===== src/rtl/alu_pkg.sv =====
// Shared ALU definitions: default datapath widths and the ALUControl encoding
// used by the ALU and its requesters.
package alu_pkg;

    localparam int unsigned W_DEF  = 32;
    localparam int unsigned CW_DEF = 3;

    typedef enum logic [CW_DEF-1:0] {
        ALU_AND = 3'b000,
        ALU_OR  = 3'b001,
        ALU_ADD = 3'b010,
        ALU_SUB = 3'b110,
        ALU_SLT = 3'b111
    } alu_op_e;

endpackage


===== src/rtl/rr_arb2.sv =====
// Two-way round-robin arbiter: a lone eligible requester always wins, and on a
// conflict the requester that was not granted last wins.
module rr_arb2 (
    input  logic [1:0] elig,
    input  logic       last,
    output logic [1:0] grant
);

    always_comb begin
        grant = elig;
        if (&elig) begin
            grant = last ? 2'b01 : 2'b10;
        end
    end

endmodule


===== src/rtl/alu_arbiter.sv =====
// Shares one external single-cycle ALU between two requesters, with round-robin
// grant and a one-entry response buffer per requester.
module alu_arbiter
    import alu_pkg::*;
#(
    parameter int unsigned W  = W_DEF,
    parameter int unsigned CW = CW_DEF
) (
    input  logic          clk,
    input  logic          reset,
    input  logic          req0_valid,
    output logic          req0_ready,
    input  logic [W-1:0]  req0_s1,
    input  logic [W-1:0]  req0_s2,
    input  logic [CW-1:0] req0_ctrl,
    input  logic          req1_valid,
    output logic          req1_ready,
    input  logic [W-1:0]  req1_s1,
    input  logic [W-1:0]  req1_s2,
    input  logic [CW-1:0] req1_ctrl,
    output logic          rsp0_valid,
    input  logic          rsp0_ready,
    output logic [W-1:0]  rsp0_result,
    output logic          rsp0_zero,
    output logic          rsp1_valid,
    input  logic          rsp1_ready,
    output logic [W-1:0]  rsp1_result,
    output logic          rsp1_zero,
    output logic [W-1:0]  alu_s1,
    output logic [W-1:0]  alu_s2,
    output logic [CW-1:0] alu_ctrl,
    input  logic [W-1:0]  alu_result,
    input  logic          alu_zero
);

    logic         last_q, last_d;
    logic         rsp0_valid_q, rsp0_valid_d;
    logic [W-1:0] rsp0_result_q, rsp0_result_d;
    logic         rsp0_zero_q, rsp0_zero_d;
    logic         rsp1_valid_q, rsp1_valid_d;
    logic [W-1:0] rsp1_result_q, rsp1_result_d;
    logic         rsp1_zero_q, rsp1_zero_d;
    logic [1:0]   elig;
    logic [1:0]   grant;

    // A buffer being drained this cycle counts as free; reset blocks all grants.
    always_comb begin
        elig[0] = !reset && req0_valid && (!rsp0_valid_q || rsp0_ready);
        elig[1] = !reset && req1_valid && (!rsp1_valid_q || rsp1_ready);
    end

    rr_arb2 u_rr_arb2 (
        .elig  (elig),
        .last  (last_q),
        .grant (grant)
    );

    assign req0_ready  = grant[0];
    assign req1_ready  = grant[1];
    assign rsp0_valid  = rsp0_valid_q;
    assign rsp0_result = rsp0_result_q;
    assign rsp0_zero   = rsp0_zero_q;
    assign rsp1_valid  = rsp1_valid_q;
    assign rsp1_result = rsp1_result_q;
    assign rsp1_zero   = rsp1_zero_q;

    always_comb begin
        alu_s1   = '0;
        alu_s2   = '0;
        alu_ctrl = '0;
        if (grant[0]) begin
            alu_s1   = req0_s1;
            alu_s2   = req0_s2;
            alu_ctrl = req0_ctrl;
        end else if (grant[1]) begin
            alu_s1   = req1_s1;
            alu_s2   = req1_s2;
            alu_ctrl = req1_ctrl;
        end
    end

    always_comb begin
        last_d        = last_q;
        rsp0_valid_d  = rsp0_valid_q;
        rsp0_result_d = rsp0_result_q;
        rsp0_zero_d   = rsp0_zero_q;
        rsp1_valid_d  = rsp1_valid_q;
        rsp1_result_d = rsp1_result_q;
        rsp1_zero_d   = rsp1_zero_q;

        // A grant wins over a same-cycle drain, so the buffer stays full.
        if (grant[0]) begin
            last_d        = 1'b0;
            rsp0_valid_d  = 1'b1;
            rsp0_result_d = alu_result;
            rsp0_zero_d   = alu_zero;
        end else if (rsp0_valid_q && rsp0_ready) begin
            rsp0_valid_d = 1'b0;
        end

        if (grant[1]) begin
            last_d        = 1'b1;
            rsp1_valid_d  = 1'b1;
            rsp1_result_d = alu_result;
            rsp1_zero_d   = alu_zero;
        end else if (rsp1_valid_q && rsp1_ready) begin
            rsp1_valid_d = 1'b0;
        end
    end

    always_ff @(posedge clk) begin
        if (reset) begin
            last_q        <= 1'b1;
            rsp0_valid_q  <= 1'b0;
            rsp0_result_q <= '0;
            rsp0_zero_q   <= 1'b0;
            rsp1_valid_q  <= 1'b0;
            rsp1_result_q <= '0;
            rsp1_zero_q   <= 1'b0;
        end else begin
            last_q        <= last_d;
            rsp0_valid_q  <= rsp0_valid_d;
            rsp0_result_q <= rsp0_result_d;
            rsp0_zero_q   <= rsp0_zero_d;
            rsp1_valid_q  <= rsp1_valid_d;
            rsp1_result_q <= rsp1_result_d;
            rsp1_zero_q   <= rsp1_zero_d;
        end
    end

endmodule

===== config.mk =====
export PLATFORM = sky130hd
export DESIGN_NAME = alu_arbiter
export DESIGN_NICKNAME = d
export VERILOG_FILES = /design/src/rtl/alu_pkg.sv /design/src/rtl/rr_arb2.sv /design/src/rtl/alu_arbiter.sv
export SDC_FILE = /design/constraint.sdc
export NUM_CORES = 1
export LEC_CHECK = 0
export BUFFER_PORTS_ARGS = -buffer_cell sky130_fd_sc_hd__buf_2
export CORE_AREA = 2 2 120 122
export DETAILED_ROUTE_END_ITERATION = 8
export DIE_AREA = 0 0 122 124
export GPL_TIMING_DRIVEN = 1
export PLACE_DENSITY_LB_ADDON = 0.1
export SYNTH_ARGS = -nofsm -noshare
export SYNTH_HDL_FRONTEND = slang
export SYNTH_SLANG_ARGS = --single-unit

===== constraint.sdc =====
create_clock -name clk -period 1.32 [get_ports clk]
set_input_delay 0.066 -clock clk [delete_from_list [all_inputs] [get_ports clk]]
set_output_delay 0.066 -clock clk [all_outputs]
set_load 0.05 [all_outputs]

==> reports/results.tsv <==
stage	metric	value	unit
outcome	failing checks	negative setup slack	
clock_tree	Root Buffer	clkbuf_16	
pwr	Max VDD drop	0.640	mV
grt	vias in the first global route	4858	
timing	Max-slew headroom	49.1	%
routing	DR vias/cell	5.09	
placement	Post-DP Area	5830	um2
yosys	fraction of registers with async set or reset after synthesis	0	%
die	Starting Density	25.0	%
die	Ports	310	
yosys	Cells after Synth	469	
yosys	most frequent cells after synthesis	nand2_1, nor2_1, dfxtp_1, a21oi_1, a22oi_1	
yosys	post-synth top area share	40.4	%
yosys	Avg Inst Size Synth	7.30	um2
cells_and_area	Final Cell Area	8950	um2
grt	global-route wire length before repair	25.9	mm
grt	GRT Total Usage	22.2	%
pwr	Static Leakage	3.70	nW
critical_path	R2R setup slack	-0.28	ns
timing	Setup-failing EPs final	138	
routing	residual DRC count	0	
timing	RSZ-0062 raised after global routing	true	
critical_path	critical-path maximum fanout	8	
pwr	Flop pwr share	26.1	%
yosys	number of flops mapped to enable cells by yosys	0	
yosys	most frequently used flop master after synthesis	dfxtp_1	
cells_and_area	area grow syn2layout	161	%
yosys	Post-Syn Area	3420	um2
critical_path	crit-path cells	and2b_4 > a211oi_4 > buf_6 > buf_12 > buf_16 > a22oi_2 > nor2_4 > buf_8	
worst_hold_path	WHS Path Cells	3	
critical_path	family with the most delay on the worst path	buffers and inverters	
pwr	pwr/cell area	973	nW/um2
flow_run	number of max-cap violations	0	
yosys	Yosys warning count	0	
placement	RePlAce Congestion	0.785	
worst_hold_path	Hold Path Sink	rsp1_result[16]$_SDFFE_PP0P_	
yosys	Mapped Nets	642	
critical_path	slowest CP cell	dfxtp_2	
clock_tree	CTS tree	done	
clock_tree	Clk Latency, worst-skew pair	0.33	ns
die	core footprint	13700	um2
pwr	Power, Total	8.71	mW
cells_and_area	fill count	1098	
cells_and_area	Layout Nets	1002	
routing	number of DRC markers in iteration 0	258	
critical_path	Crit Reg-Reg Startpoint	rsp0_valid$_SDFFE_PP0P_	
critical_path	Critical R2R Capture	rsp1_result[11]$_SDFFE_PP0P_	
critical_path	FF-to-FF path depth	7	
critical_path	Max stage delay on crit path	0.32	ns
outcome	status	finished with violations	
clock_tree	CTS clk-pin slew, worst paths	0.05	ns
critical_path	Worst setup SP type	flop	
yosys	sequential share of the synthesized area	40.4	%
yosys	main area contributors after synthesis	dfxtp_1, a22oi_1, a21oi_1	
die	Chip Height	124	um
pwr	Sw Share	38.3	%
placement	post-DP HPWL	11.6	mm
timing	Final min period	1.91	ns
grt	largest net degree at the start of global routing	49	
routing	drt pass-1 iters	4	
worst_hold_path	Hold WC Path Type	input port to flop	
clock_tree	CTS Sinks	69	
critical_path	Worst Path Class, Setup	flop to output pin	
routing	Routed WL	21.1	mm
die	Die X	122	um
grt	GRT overflow	0	
timing	final count of pins violating max slew	0	
cells_and_area	share of layout cells above drive strength 1	80.8	%
die	Die Footprint	15100	um2
critical_path	CP Buf/Inv Count	4	
timing	Fin Clk Skew	0.0114	ns
grt	initial antenna violation count	6	
pwr	internal power	5.37	mW
critical_path	WP data arrival	1.85	ns
timing	Slew @ Worst Pin	0.764	ns
cells_and_area	final std cells w/o fill	1020	
worst_hold_path	Hold Path Origin	alu_result[16]	
routing	DR WL/cell	20.7	um
timing	Max Clk Rate	522	MHz
timing	Worst Setup Slack, final	-0.594	ns
routing	Vias	5196	
placement	I/O Buffers	309	
timing	final hold viol count	0	
timing	Final period util	145	%
pwr	Combinational Power Share	46.2	%
cells_and_area	area of the multi-input gates	3550	um2
critical_path	required time worst endpoint	1.25	ns
yosys	number of synthesized register bits	69	
clock_tree	Inserted Clock Buffers	9	
yosys	area leader, netlist	dfxtp_1	
pwr	clock network fraction of design power	27.7	%
clock_tree	H-tree depth	3	
cells_and_area	Register Area	1390	um2
yosys	post-synthesis cell type count	23	
routing	ANT nets after route	0	
die	row count	43	
critical_path	Critical Path Sink Type	output pin	
clock_tree	clock tree buffer depth	2	
pwr	Psw	3.34	mW
placement	placed cell count	932	
==> worst register-to-register path, delay by kind of cell, from the launching register on <==
| kind | cells | cell delay, ns |
|---|---|---|
| buffers and inverters | 3 | 0.49 |
| DFF | 1 | 0.34 |
| AOI/OAI and AO/OA | 2 | 0.43 |
| and+or+nand+nor | 2 | 0.26 |
==> kinds of logic (layout without fill, tap and decap cells) <==
| logic type | Yosys count | after routing | synth area share (%) |
|---|---|---|---|
| AND/OR/NAND/NOR | 177 | 177 | 21.1 |
| AO/OA/AOI/OAI | 173 | 176 | 31.2 |
| flip-flops | 69 | 69 | 40.4 |
| buffers and inverters | 50 | 412 | 7.35 |
| other | 0 | 6 | 0 |
==> placed cells by master (no fill, tap or decap), drive strengths merged, types with 6 or more instances in the layout <==
master,count
a21oi,68
nor2,70
dfxtp,69
diode,6
a22oi,67
o21ai,33
buf,359
nand2,70
dlygate4sd3,23
nand3,33
clkbuf,28
==> timing repair <==
item	in CTS	in global routing
hold endpoints to repair	32	0
resized for setup	219	267
pin swaps	18	149
gates cloned	9	19
hold buffers	23	0
setup buffers	8	11
setup endpoints to repair	136	138
==> state kept, by name, indices dropped and copies added (netlist names) <==
register / flops
last_q: 1
rsp1_result: 32
rsp0_zero: 1
rsp1_zero: 1
rsp0_result: 32
rsp0_valid: 1
rsp1_valid: 1
==> power by group through the flow <==
stage | combinational, mW | sequential (mW) | clock (mW)
floorplan | 1.46 | 2.71 | 0
global placement | 2.62 | 2.30 | 0
detailed placement | 2.65 | 2.30 | 0
CTS | 3.28 | 2.26 | 2.45
global route | 4.19 | 2.28 | 2.54
finish | 4.02 | 2.27 | 2.41
==> layer usage <==
layer | share of wire (%) | global-route usage [%] | routed length, um | vias up
met3 | 6.5 | 5.49 | 1370 | 34
li1 | - | - | - | 2407
met1 | 38 | 25.4 | 8010 | 2536
met5 | 0 | 0 | 0 | -
met2 | 53 | 40.0 | 11200 | 219
met4 | 2.5 | 7.97 | 522 | 0
==> final cells by class <==
type,count,area share [%]
Multi-Input combinational cell,353,39.7
Inverter,1,0.0420
Antenna cell,6,0.168
Sequential cell,69,15.5
Clock inverter,1,0.336
Clock buffer,15,2.99
Tap cell,180,2.52
Timing Repair Buffer,395,38.7
==> how the worst max path moves through the flow <==
stage                                       start         end  slack (ns)  depth (start not counted)
after floorplan           rsp0_valid$_SDFFE_PP0P_   alu_s1[0]       -0.28                          6
after global placement    rsp1_valid$_SDFFE_PP0P_  alu_s1[31]       -0.37                          6
after detailed placement  rsp1_valid$_SDFFE_PP0P_   alu_s2[3]       -0.44                          6
after CTS                     last_q$_SDFFE_PP1P_  alu_s1[31]       -0.60                          7
after global routing          last_q$_SDFFE_PP1P_   alu_s1[6]       -0.67                          8
final                         last_q$_SDFFE_PP1P_   alu_s1[6]       -0.59                          8
==> stage by stage <==
step | hold WS [ns] | worst slack (ns) | utilization [%] | TNS [ns]
after floorplan | 0.202 | -0.283 | - | -18.91
after detailed placement | 0.326 | -0.443 | 42.5 | -37.10
after global placement | 0.320 | -0.373 | 42.5 | -29.87
after CTS | 0.000165 | -0.603 | 54.1 | -47.08
final | 0.0216 | -0.594 | 65.2 | -52.06
after global routing | 0.0211 | -0.672 | 65.2 | -60.62
(Power assumes the default switching activity.)
